### src/rtl/divider_pkg.sv
// Shared types for the restoring divider: FSM state encoding and counter sizing helper.
package divider_pkg;

    typedef enum logic [1:0] {
        IDLE = 2'd0,
        BUSY = 2'd1,
        DONE = 2'd2
    } state_t;

    // Iteration counter width; never narrower than one bit.
    function automatic int cnt_w(input int n);
        return (n > 2) ? $clog2(n) : 1;
    endfunction

endpackage

### src/rtl/divider_sub_unit.sv
// Borrow-out subtractor for one restoring-division step (data_len+1-bit operands).
// Latency: combinational.
// Backpressure: none.
module sub_unit #(
    parameter int data_len = 32
) (
    input  logic [data_len:0]   a,
    input  logic [data_len:0]   b,
    output logic [data_len-1:0] diff,
    output logic                borrow
);

    // Only the low bits of a difference are ever kept, since a kept difference is below the divisor.
    assign borrow = (a < b);
    assign diff   = a[data_len-1:0] - b[data_len-1:0];

endmodule

### src/rtl/divider.sv
// Multicycle restoring divider, one quotient bit per cycle; DIVIDER_SIGNED_EN adds is_signed.
// Latency: data_len+1 cycles from accept to out_valid (1 cycle for a zero divisor).
// Backpressure: in_ready only in IDLE; result held in DONE until out_ready.
module divider
    import divider_pkg::*;
#(
    parameter int data_len = 32
) (
    input  logic                clk,
    input  logic                rst_n,
    input  logic                in_valid,
    output logic                in_ready,
`ifdef DIVIDER_SIGNED_EN
    input  logic                is_signed,
`endif
    input  logic [data_len-1:0] dividend,
    input  logic [data_len-1:0] divisor,
    output logic                out_valid,
    input  logic                out_ready,
    output logic [data_len-1:0] quotient,
    output logic [data_len-1:0] remainder
);

    localparam int cw = cnt_w(data_len);

    state_t              state, state_nxt;
    logic [cw-1:0]       cnt;
    logic [data_len-1:0] part, quo, dvs;
    logic [data_len-1:0] dnd_mag, dvs_mag;
    logic [data_len-1:0] part_nxt, quo_nxt, diff;
    logic [data_len-1:0] q_res, r_res;
    logic [data_len:0]   shifted;
    logic                borrow, last, accept, div_zero;

    assign accept   = in_valid && (state == IDLE);
    assign div_zero = (divisor == '0);
    assign last     = (cnt == cw'(data_len - 1));

`ifdef DIVIDER_SIGNED_EN
    logic dnd_neg, dvs_neg, neg_q, neg_r;

    // Divide magnitudes, then fix signs: quotient by sign difference, remainder follows dividend.
    assign dnd_neg = is_signed && dividend[data_len-1];
    assign dvs_neg = is_signed && divisor[data_len-1];
    assign dnd_mag = dnd_neg ? -dividend : dividend;
    assign dvs_mag = dvs_neg ? -divisor : divisor;
    assign q_res   = neg_q ? -quo_nxt : quo_nxt;
    assign r_res   = neg_r ? -part_nxt : part_nxt;

    always_ff @(posedge clk or negedge rst_n) begin
        if (!rst_n) begin
            neg_q <= 1'b0;
            neg_r <= 1'b0;
        end else if (accept) begin
            neg_q <= dnd_neg ^ dvs_neg;
            neg_r <= dnd_neg;
        end
    end
`else
    assign dnd_mag = dividend;
    assign dvs_mag = divisor;
    assign q_res   = quo_nxt;
    assign r_res   = part_nxt;
`endif

    assign shifted = {part, quo[data_len-1]};

    sub_unit #(.data_len(data_len)) u_sub (
        .a      (shifted),
        .b      ({1'b0, dvs}),
        .diff   (diff),
        .borrow (borrow)
    );

    assign part_nxt = borrow ? shifted[data_len-1:0] : diff;
    assign quo_nxt  = {quo[data_len-2:0], ~borrow};

    always_ff @(posedge clk or negedge rst_n) begin
        if (!rst_n) state <= IDLE;
        else        state <= state_nxt;
    end

    always_comb begin
        state_nxt = state;
        in_ready  = 1'b0;
        out_valid = 1'b0;
        case (state)
            IDLE: begin
                in_ready = 1'b1;
                if (in_valid) state_nxt = div_zero ? DONE : BUSY;
            end
            BUSY: if (last) state_nxt = DONE;
            DONE: begin
                out_valid = 1'b1;
                if (out_ready) state_nxt = IDLE;
            end
            default: state_nxt = IDLE;
        endcase
    end

    always_ff @(posedge clk or negedge rst_n) begin
        if (!rst_n) begin
            cnt       <= '0;
            part      <= '0;
            quo       <= '0;
            dvs       <= '0;
            quotient  <= '0;
            remainder <= '0;
        end else begin
            case (state)
                IDLE: if (in_valid) begin
                    cnt  <= '0;
                    part <= '0;
                    quo  <= dnd_mag;
                    dvs  <= dvs_mag;
                    if (div_zero) begin
                        quotient  <= '1;
                        remainder <= dividend;
                    end
                end
                BUSY: begin
                    cnt  <= last ? '0 : cnt + 1'b1;
                    part <= part_nxt;
                    quo  <= quo_nxt;
                    if (last) begin
                        quotient  <= q_res;
                        remainder <= r_res;
                    end
                end
                default: ;
            endcase
        end
    end

endmodule

### config.mk
export PLATFORM = sky130hd
export DESIGN_NAME = divider
export DESIGN_NICKNAME = d
export VERILOG_FILES = /design/src/rtl/divider_pkg.sv /design/src/rtl/divider_sub_unit.sv /design/src/rtl/divider.sv
export SDC_FILE = /design/constraint.sdc
export NUM_CORES = 1
export LEC_CHECK = 0
export ABC_CLOCK_PERIOD_IN_PS = 7900
export BUFFER_PORTS_ARGS = -buffer_cell sky130_fd_sc_hd__buf_2
export CAP_MARGIN = 40
export CORE_UTILIZATION = 50
export CTS_CLUSTER_DIAMETER = 60
export CTS_CLUSTER_SIZE = 10
export DETAILED_ROUTE_END_ITERATION = 16
export PLACE_DENSITY = 0.71
export SYNTH_ARGS = -nofsm -noshare
export SYNTH_HDL_FRONTEND = slang
export SYNTH_HIERARCHICAL = 1
export SYNTH_SLANG_ARGS = --single-unit
### constraint.sdc
create_clock -name clk -period 7.9 [get_ports clk]
set_input_delay 0.395 -clock clk [delete_from_list [all_inputs] [get_ports clk]]
set_output_delay 0.395 -clock clk [all_outputs]
set_load 0.02 [all_outputs]
==> impl_table.tex, run 1 <==
\begin{tabular}{lr}
\hline
Metric & Value \\
\hline
\multicolumn{2}{l}{\textbf{Timing}} \\
Final TNS setup & 0 ns \\
Minimum clock period after layout & between 3 and 4 ns \\
Worst slew margin relative to its limit & approximately 43\% \\
Pin slew with the least headroom to its limit & 0.856 ns \\
Unrepaired setup endpoints after global routing & no \\
Final worst-path cycle share & between 40\% and 50\% \\
Final Max Tran Viols & 0 \\
Final setup violation count & 0 \\
Clock Skew & 0.0110 ns \\
Hold violation count in the final report & 0 \\
Maximum achievable frequency & between 0.2 and 0.3 GHz \\
\multicolumn{2}{l}{\textbf{Floorplan}} \\
Chip width & 137 µm \\
Number of standard-cell rows in the floorplan & 48 \\
Top-Level Pins & $\sim$130 \\
Die Ht & 137 µm \\
Floorplan Core Area & between 0.015 and 0.02 mm² \\
Starting density of the core & 51.9\% \\
Die Area & 0.0188 mm² \\
\multicolumn{2}{l}{\textbf{Finish}} \\
Number of diodes added for antenna fixing & 0 \\
Synthesis-to-finish area growth & 14.8\% \\
Count of filler cells inserted in the layout & 1,514 \\
Cell area after layout & 0.0105 mm² \\
Net count, final & 1,130 \\
Share of cells above drive strength 1 & approximately 22\% \\
\multicolumn{2}{l}{\textbf{Global route}} \\
Overall track demand over capacity in global routing & about 25\% \\
Initial antenna violation count & 0 \\
Number of global-route vias before repair & 6,624 \\
First-pass GRT wire length & approximately 36 mm \\
Grt ovf & 0 \\
Maximum number of pins on one net before global-route repair & between 70 and 80 \\
\multicolumn{2}{l}{\textbf{Clock network}} \\
Clock Tree Buf Depth & 2 \\
Number of H-tree branching levels & 4 \\
CTS tree & built \\
Number of clock sinks seen by CTS & $\sim$170 \\
Clock buffer count from CTS & 17 \\
Master cell of the clock root buffer & clkbuf\_16 \\
Clock latency on the worst-skew pair & approximately 0.43 ns \\
Number of gates resized after CTS & 0 \\
CTS clk-pin slew, worst paths & roughly 0.07 ns \\
\multicolumn{2}{l}{\textbf{Detailed routing}} \\
\# DRC & 0 \\
Wirelength per Cell & roughly 18 µm \\
Final WL & 22.3 mm \\
Total number of vias & between 7k and 8k \\
Ratio of routed vias to standard cells & approximately 5.8 \\
Remaining antenna violation count & 0 \\
Count of routing violations after the opening detailed-route iteration & between 500 and 600 \\
Detailed-routing iteration count for the pre-antenna-repair pass & 9 \\
\multicolumn{2}{l}{\textbf{Yosys}} \\
Distinct cell type count of the synthesized netlist & between 70 and 80 \\
Number of flops mapped to enable cells by yosys & 0 \\
Synth Flop Type & dfrtp\_1 \\
Async S/R FF share, synth & 100\% \\
Synth warnings & 6 \\
Mapped cell area & between 0.009 and 0.01 mm² \\
Post-synthesis instance total & between 900 and 1k \\
Total of flip-flops plus latches after synthesis & between 150 and 200 \\
Average instance area after synthesis & between 9 and 10 µm² \\
Fraction of the yosys area taken by sequential cells & $\sim$46\% \\
Syn Nets & 1,024 \\
\multicolumn{2}{l}{\textbf{Worst setup path}} \\
Crit path max fanout & 34 \\
Arrival time reported for the critical path endpoint & around 4 ns \\
Cell family with the largest share of critical-path delay & compound AO/OA/AOI/OAI gates \\
Cells traversed along the worst timing path & ha\_1, a21o\_1, a21oi\_1, a2111oi\_2, a211o\_1, a211oi\_1, nor2\_1, a221oi\_4, buf\_4, mux2i\_1, nor2\_1, a21oi\_1, o21ai\_1 \\
Setup Crit Path Kind & reg2reg \\
Setup crit start kind & flip-flop \\
Crit path capture type & flip-flop \\
Worst endpoint required time & a little over 8 ns \\
FF-to-FF setup slack & 4.27 ns \\
Buffers and inverters on the worst path & 1 \\
Max stage delay cell, worst path & buf\_4 \\
Worst path max stage delay & roughly 0.52 ns \\
\multicolumn{2}{l}{\textbf{Placed design}} \\
Placed cell area & $\sim$0.0098 mm² \\
Detailed placer's ending HPWL & 16.1 mm \\
Quantity of I/O buffers inserted on ports & 133 \\
RePlAce Congestion & between 0.8 and 0.9 \\
\multicolumn{2}{l}{\textbf{Job}} \\
MaxCap Viol Count & 0 \\
\multicolumn{2}{l}{\textbf{Power}} \\
Leak Pwr & 5.33 nW \\
Power density cells & slightly below 500 mW/mm² \\
Tot Pwr & between 5 and 6 mW \\
IR Drop Worst-Case VDD & about 0.22 mV \\
\multicolumn{2}{l}{\textbf{Min path}} \\
Min-Delay Path Class & in2reg \\
\multicolumn{2}{l}{\textbf{Outcome}} \\
Outcome & complete, no violations \\
\hline
\end{tabular}
## timing repair
item | in CTS | in global routing
setup buffers | 0 | 0
hold buffers | 1 | 0
hold endpoints to repair | 33 | 0
## cells by family after synthesis
group / Yosys count / share of synthesized area [%]
xor+xnor: 27 / 2.60
other cells: 1 / 0.0412
fa+ha+maj: 36 / 5.03
compound gates: 294 / 21.1
buf+inv: 99 / 5.65
mux: 67 / 8.17
flops: 167 / 45.9
simple gates: 229 / 11.6
## report_power, final
group / internal (mW) / total [mW] / switching [mW]
sequential: 1.25 / 1.52 / 0.275
combinational: 1.11 / 2.72 / 1.60
clock: 0.533 / 0.894 / 0.361
## state kept, by name (all words and copies together), names as in the netlist
signal,flops
part,32
quo,32
state,2
cnt,5
remainder,32
quotient,32
dvs,32
## layout by cell type (no fill, tap or decap), drive strengths merged, types with 2 or more instances in the layout
master      n
a211o       2
a21o       41
a21oi      67
a221o       2
a221oi      2
a22o        3
a311o       2
a31o        3
a31oi      37
and2        3
and3        9
and4        3
buf       141
bufinv      4
clkbuf     18
clkinv      2
clkinvlp    3
dfrtp     167
ha         35
inv        48
mux2       32
mux2i      35
nand2      88
nand2b      8
nand3       4
nand4       4
nor2       83
nor2b       6
nor3        5
nor4        9
o21a        3
o21ai      84
o21bai      3
o22a       31
o31ai       4
or2         2
xnor2      15
xor2       12
## synthesized netlist by cell type, types with 3 or more instances
master      n  area share (%)
a21o_1     40             3.3
a21oi_1    64             3.5
a22o_1      3            0.29
a31o_2      3            0.29
a31oi_1    36             2.5
and2_1      3            0.21
and3_1      8            0.55
buf_2      19             1.0
buf_6      11             1.4
clkbuf_1   17            0.70
clkbuf_2    3            0.16
dfrtp_1   167              46
ha_1       35             4.8
inv_1      44             1.8
mux2_2     23             2.8
mux2_4      9             1.5
mux2i_1    35             3.8
nand2_1    88             3.6
nand2b_1    7            0.48
nand3_1     4            0.22
nand4_1     4            0.27
nor2_1     80             3.3
nor2b_1     5            0.34
nor3_1      5            0.27
nor4_1      7            0.48
o21a_1      3            0.25
o21ai_0    50             2.7
o21ai_1    32             1.8
o21bai_1    3            0.25
o22a_1     31             3.0
o31ai_1     3            0.25
xnor2_1    15             1.4
xor2_1     12             1.2
## path summary, 6_finish.rpt
kind                                  start      endpoint  cells after the start
worst max-delay path                part[2]  remainder[3]                     13
worst min-delay path              out_ready      state[1]                      2
worst max register to register      part[2]  remainder[3]                     13
worst min register to register  quotient[7]   quotient[7]                      1
max in group asynchronous             rst_n      part[13]                      4
min in group asynchronous             rst_n       dvs[26]                      2
## per-layer routing
metal | global-route usage, % | vias up | part of all wire (%)
li1 | - | 3497 | -
met1 | 38.1 | 3526 | 49
met2 | 35.7 | 229 | 44
met3 | 4.15 | 19 | 5.8
met4 | 6.78 | 0 | 1.4
met5 | 0 | - | 0
## metrics by stage
step / setup WS (ns) / cells / hold slack, ns / util [%]
2_1_floorplan: 4.79 / 920 / 0.0994 / -
3_3_place_gp: 4.44 / 1230 / 0.481 / 55.8
3_5_place_dp: 4.32 / 1231 / 0.311 / 56.0
4_1_cts: 4.30 / 1263 / 0.136 / 59.6
5_1_grt: 4.03 / 1263 / 0.163 / 59.6
6_report: 4.27 / 1263 / 0.148 / 59.6
## worst reg2reg max path: cells and delay by family (launching register included)
kind | cells | cell delay [ns]
AOI/OAI and AO/OA | 8 | 1.71
buffers and inverters | 1 | 0.52
DFF | 1 | 0.39
adders and majority gates | 1 | 0.37
muxes | 1 | 0.28
and+or+nand+nor | 2 | 0.24
## cell type report
cell class | count | area (µm²) | share of cell area, %
Inverter | 44 | 165 | 1.58
Tap cell | 225 | 282 | 2.69
Clock inverter | 13 | 196 | 1.88
Timing Repair Buffer | 142 | 762 | 7.29
Multi-Input combinational cell | 654 | 4440 | 42.5
Sequential cell | 167 | 4180 | 40.0
Clock buffer | 18 | 429 | 4.10
Power figures use the tool's default switching activity.
==> inputs of run 2 (changes only) <==
ABC_AREA = 1   (was unset)
ABC_CLOCK_PERIOD_IN_PS = 3300   (was 7900)
PLACE_DENSITY = 0.74   (was 0.71)
clock period = 3.3 ns   (was 7.9 ns; I/O delays follow)
==> run 2 against run 1 <==
Against the previous run: combinational power increased to 2.7 times the previous value; largest power group unchanged; critical endpoint is now remainder[4]; fmax increased by 22%; register-to-register slack got worse by 4.0 ns; critical path depth increased by 5.
==> impl_table.tex, run 2 <==
\begin{tabular}{lr}
\hline
Metric & Value \\
\hline
\multicolumn{2}{l}{\textbf{Outcome}} \\
Outcome & complete, no violations (unchanged) \\
\multicolumn{2}{l}{\textbf{Yosys}} \\
Biggest area contributors in the synthesized netlist & dfrtp\_1 (42\%), nand2\_1 (21\%), inv\_1 (7.5\%), nand3\_1 (4.6\%), ha\_1 (4.4\%) (was dfrtp\_1 (46\%), ha\_1 (4.8\%), mux2i\_1 (3.8\%), nand2\_1 (3.6\%), a21oi\_1 (3.5\%)) \\
Cell type with the largest total area after synthesis & dfrtp\_1 (unchanged) \\
Post-synthesis instance total & 1,383 (was 920) \\
Distinct cell type count of the synthesized netlist & 33 (was 74) \\
Area share of the leading cell type in the synthesized netlist & 42.1\% (was 45.9\%) \\
Async S/R FF share, synth & 100\% (unchanged) \\
Top cells by instance count after synthesis & nand2\_1 (566), inv\_1 (199), dfrtp\_1 (167) (was dfrtp\_1 (167), nand2\_1 (88), nor2\_1 (80)) \\
Total of flip-flops plus latches after synthesis & 167 (unchanged) \\
Most numerous cell in the Yosys netlist & nand2\_1 (was dfrtp\_1) \\
Number of flops mapped to enable cells by yosys & 0 (unchanged) \\
Average instance area after synthesis & 7.18 µm² (was 9.90 µm²) \\
Syn Nets & 1,487 (was 1,024) \\
Mapped cell area & 0.00993 mm² (was 0.00911 mm²) \\
Fraction of the yosys area taken by sequential cells & 42.1\% (was 45.9\%) \\
Synth Flop Type & dfrtp\_1 (unchanged) \\
Synth warnings & 6 (unchanged) \\
\multicolumn{2}{l}{\textbf{Floorplan}} \\
Starting density of the core & 51.0\% (was 51.9\%) \\
Chip width & 143 µm (was 137 µm) \\
Die Area & 0.0204 mm² (was 0.0188 mm²) \\
Die Ht & 143 µm (was 137 µm) \\
Number of standard-cell rows in the floorplan & 51 (was 48) \\
Top-Level Pins & 134 (unchanged) \\
Floorplan Core Area & 0.0195 mm² (was 0.0175 mm²) \\
\multicolumn{2}{l}{\textbf{Power}} \\
Power density cells & 1080 mW/mm² (was 491 mW/mm²) \\
Leak Pwr & 6.98 nW (was 5.33 nW) \\
Tot Pwr & 12.9 mW (was 5.13 mW) \\
IR Drop Worst-Case VDD & 0.596 mV (was 0.223 mV) \\
\multicolumn{2}{l}{\textbf{Placed design}} \\
Quantity of I/O buffers inserted on ports & 133 (unchanged) \\
Placed instance count & 1,772 (was 1,231) \\
Detailed placer's ending HPWL & 19.6 mm (was 16.1 mm) \\
RePlAce Congestion & 0.952 (was 0.874) \\
\multicolumn{2}{l}{\textbf{Detailed routing}} \\
Final WL & 27.3 mm (was 22.3 mm) \\
\# DRC & 0 (unchanged) \\
Count of routing violations after the opening detailed-route iteration & 705 (was 522) \\
Remaining antenna violation count & 0 (unchanged) \\
Ratio of routed vias to standard cells & 5.12 (was 5.76) \\
Wirelength per Cell & 14.9 µm (was 17.6 µm) \\
Detailed-routing iteration count for the pre-antenna-repair pass & 7 (was 9) \\
Total number of vias & 9,396 (was 7,271) \\
\multicolumn{2}{l}{\textbf{Finish}} \\
Most frequent standard cell in the layout excluding fill and tap cells & nand2\_1 (was dfrtp\_1) \\
Share of cells above drive strength 1 & 16.7\% (was 22.4\%) \\
Post-route insts no fill & 1,835 (was 1,263) \\
Number of diodes added for antenna fixing & 0 (unchanged) \\
Finished Core Util & 61.4\% (was 59.6\%) \\
Commonest cells after routing, fill and taps aside & nand2\_1 (565), inv\_1 (199), dfrtp\_1 (167) (was dfrtp\_1 (167), buf\_2 (132), nand2\_1 (88)) \\
Synthesis-to-finish area growth & 20.2\% (was 14.8\%) \\
Net count, final & 1,661 (was 1,130) \\
\multicolumn{2}{l}{\textbf{Timing}} \\
Pin slew with the least headroom to its limit & 0.880 ns (was 0.856 ns) \\
Final TNS setup & 0 ns (unchanged) \\
Final setup violation count & 0 (unchanged) \\
Maximum achievable frequency & 0.335 GHz (was 0.276 GHz) \\
Unrepaired setup endpoints after global routing & no (unchanged) \\
Clock Skew & 0.00952 ns (was 0.0110 ns) \\
Hold violation count in the final report & 0 (unchanged) \\
Final Max Tran Viols & 0 (unchanged) \\
Minimum clock period after layout & 2.98 ns (was 3.63 ns) \\
Smallest hold slack & 0.0263 ns (was 0.148 ns) \\
Final worst-path cycle share & 90.4\% (was 45.9\%) \\
Worst slew margin relative to its limit & 41.3\% (was 42.8\%) \\
\multicolumn{2}{l}{\textbf{Global route}} \\
Global-route met1 utilization & 36.1\% (was 38.1\%) \\
Maximum number of pins on one net before global-route repair & 71 (was 78) \\
Grt peak-use layer & met2 (was met1) \\
GR Util met3 & 4.19\% (was 4.15\%) \\
Grt ovf & 0 (unchanged) \\
First-pass GRT wire length & 43.7 mm (was 35.7 mm) \\
Initial antenna violation count & 0 (unchanged) \\
Number of global-route vias before repair & 8,857 (was 6,624) \\
Overall track demand over capacity in global routing & 27.8\% (was 24.8\%) \\
Met2 global-route usage & 46.6\% (was 35.7\%) \\
\multicolumn{2}{l}{\textbf{Worst setup path}} \\
Arrival time reported for the critical path endpoint & 3.35 ns (was 3.93 ns) \\
Setup crit start kind & flip-flop (unchanged) \\
Crit path max fanout & 16 (was 34) \\
Reg-to-reg critical path endpoint & remainder[4] (was remainder[3]) \\
Worst r2r path cells & 18 (was 13) \\
Setup Crit Path Kind & reg2reg (unchanged) \\
Worst endpoint required time & 3.67 ns (was 8.20 ns) \\
R2R Path Start & part[7] (was part[2]) \\
Critical path destination & remainder[4] (was remainder[3]) \\
Crit path capture type & flip-flop (unchanged) \\
Crit. Startpoint & part[7] (was part[2]) \\
FF-to-FF setup slack & 0.32 ns (was 4.27 ns) \\
\multicolumn{2}{l}{\textbf{Clock network}} \\
Number of clock sinks seen by CTS & 167 (unchanged) \\
Number of H-tree branching levels & 4 (unchanged) \\
CTS clk-pin slew, worst paths & 0.08 ns (was 0.07 ns) \\
Buffers inserted during post-CTS setup optimization & 0 (unchanged) \\
Clock Tree Buf Depth & 2 (unchanged) \\
Master cell of the clock root buffer & clkbuf\_16 (unchanged) \\
Clock latency on the worst-skew pair & 0.44 ns (was 0.43 ns) \\
CTS tree & built (unchanged) \\
Clock buffer count from CTS & 17 (unchanged) \\
\multicolumn{2}{l}{\textbf{Min path}} \\
Worst Hold Depth & 2 (unchanged) \\
Min-Delay Path Class & in2reg (unchanged) \\
\multicolumn{2}{l}{\textbf{Job}} \\
MaxCap Viol Count & 0 (unchanged) \\
\hline
\end{tabular}
==> run 2: cell type report <==
| class | instances | area [µm²] |
|---|---|---|
| fillers | 1760 | 7520 |
| multi-input cells | 966 | 4740 |
| flip-flops and latches | 167 | 4180 |
| repair buffers | 205 | 1340 |
| inverters | 200 | 751 |
| clock buffers | 17 | 425 |
| well taps | 265 | 332 |
| clock inverters | 15 | 171 |
==> run 2: cell families after synthesis <==
| logic type | Yosys count | synth area share [%] |
|---|---|---|
| simple gates | 756 | 30.7 |
| buf+inv | 250 | 10.5 |
| flops | 167 | 42.1 |
| compound gates | 128 | 7.39 |
| fa+ha+maj | 36 | 4.61 |
| mux | 30 | 3.40 |
| xor+xnor | 15 | 1.32 |
| other cells | 1 | 0.0378 |
==> run 2: power breakdown <==
| part | leakage [nW] | switching (mW) | internal [mW] |
|---|---|---|---|
| sequential | 2.10 | 0.532 | 2.98 |
| combinational | 4.58 | 4.79 | 2.55 |
| clock | 0.294 | 0.979 | 1.03 |
==> run 2: metrics by stage <==
step	worst slack, ns	cell area (µm²)
4_1_cts	0.229	11900
5_1_grt	0.0898	11900
2_1_floorplan	0.998	9930
3_3_place_gp	0.0666	11000
3_5_place_dp	0.257	11000
6_report	0.318	11900
==> run 2: critical path, stage by stage, from the launching register on <==
cell and delay [ns]:
dfrtp_1 0.40, ha_1 0.35, nand2_1 0.12, inv_1 0.05, nand2_1 0.06, nand2_1 0.08, inv_1 0.06, nand3_1 0.15
nand2_1 0.12, nand2_1 0.07, a21oi_1 0.27, inv_1 0.12, nor2_4 0.27, buf_8 0.21, buf_4 0.21, a22oi_1 0.11
nand2_1 0.08, nand3_1 0.08, nand2_1 0.10
==> run 2: metal layers <==
metal  routed length [µm]  vias up
met1                12000     4411
met2                13200      298
li1                     -     4640
met3                 1420       47
met5                    0        -
met4                  782        0
==> run 2: repair_timing <==
item | 4_1_cts | 5_1_grt
hold buffers | 31 | 0
gates resized for setup | 0 | 1
setup endpoints to repair | 0 | 9
hold endpoints to repair | 98 | 0
==> run 2: worst min path at each step <==
stage,from,to
2_1_floorplan,rst_n,cnt[0]
3_3_place_gp,rst_n,quotient[25]
3_5_place_dp,rst_n,quotient[25]
4_1_cts,divisor[28],dvs[28]
5_1_grt,divisor[28],dvs[28]
6_report,divisor[28],dvs[28]
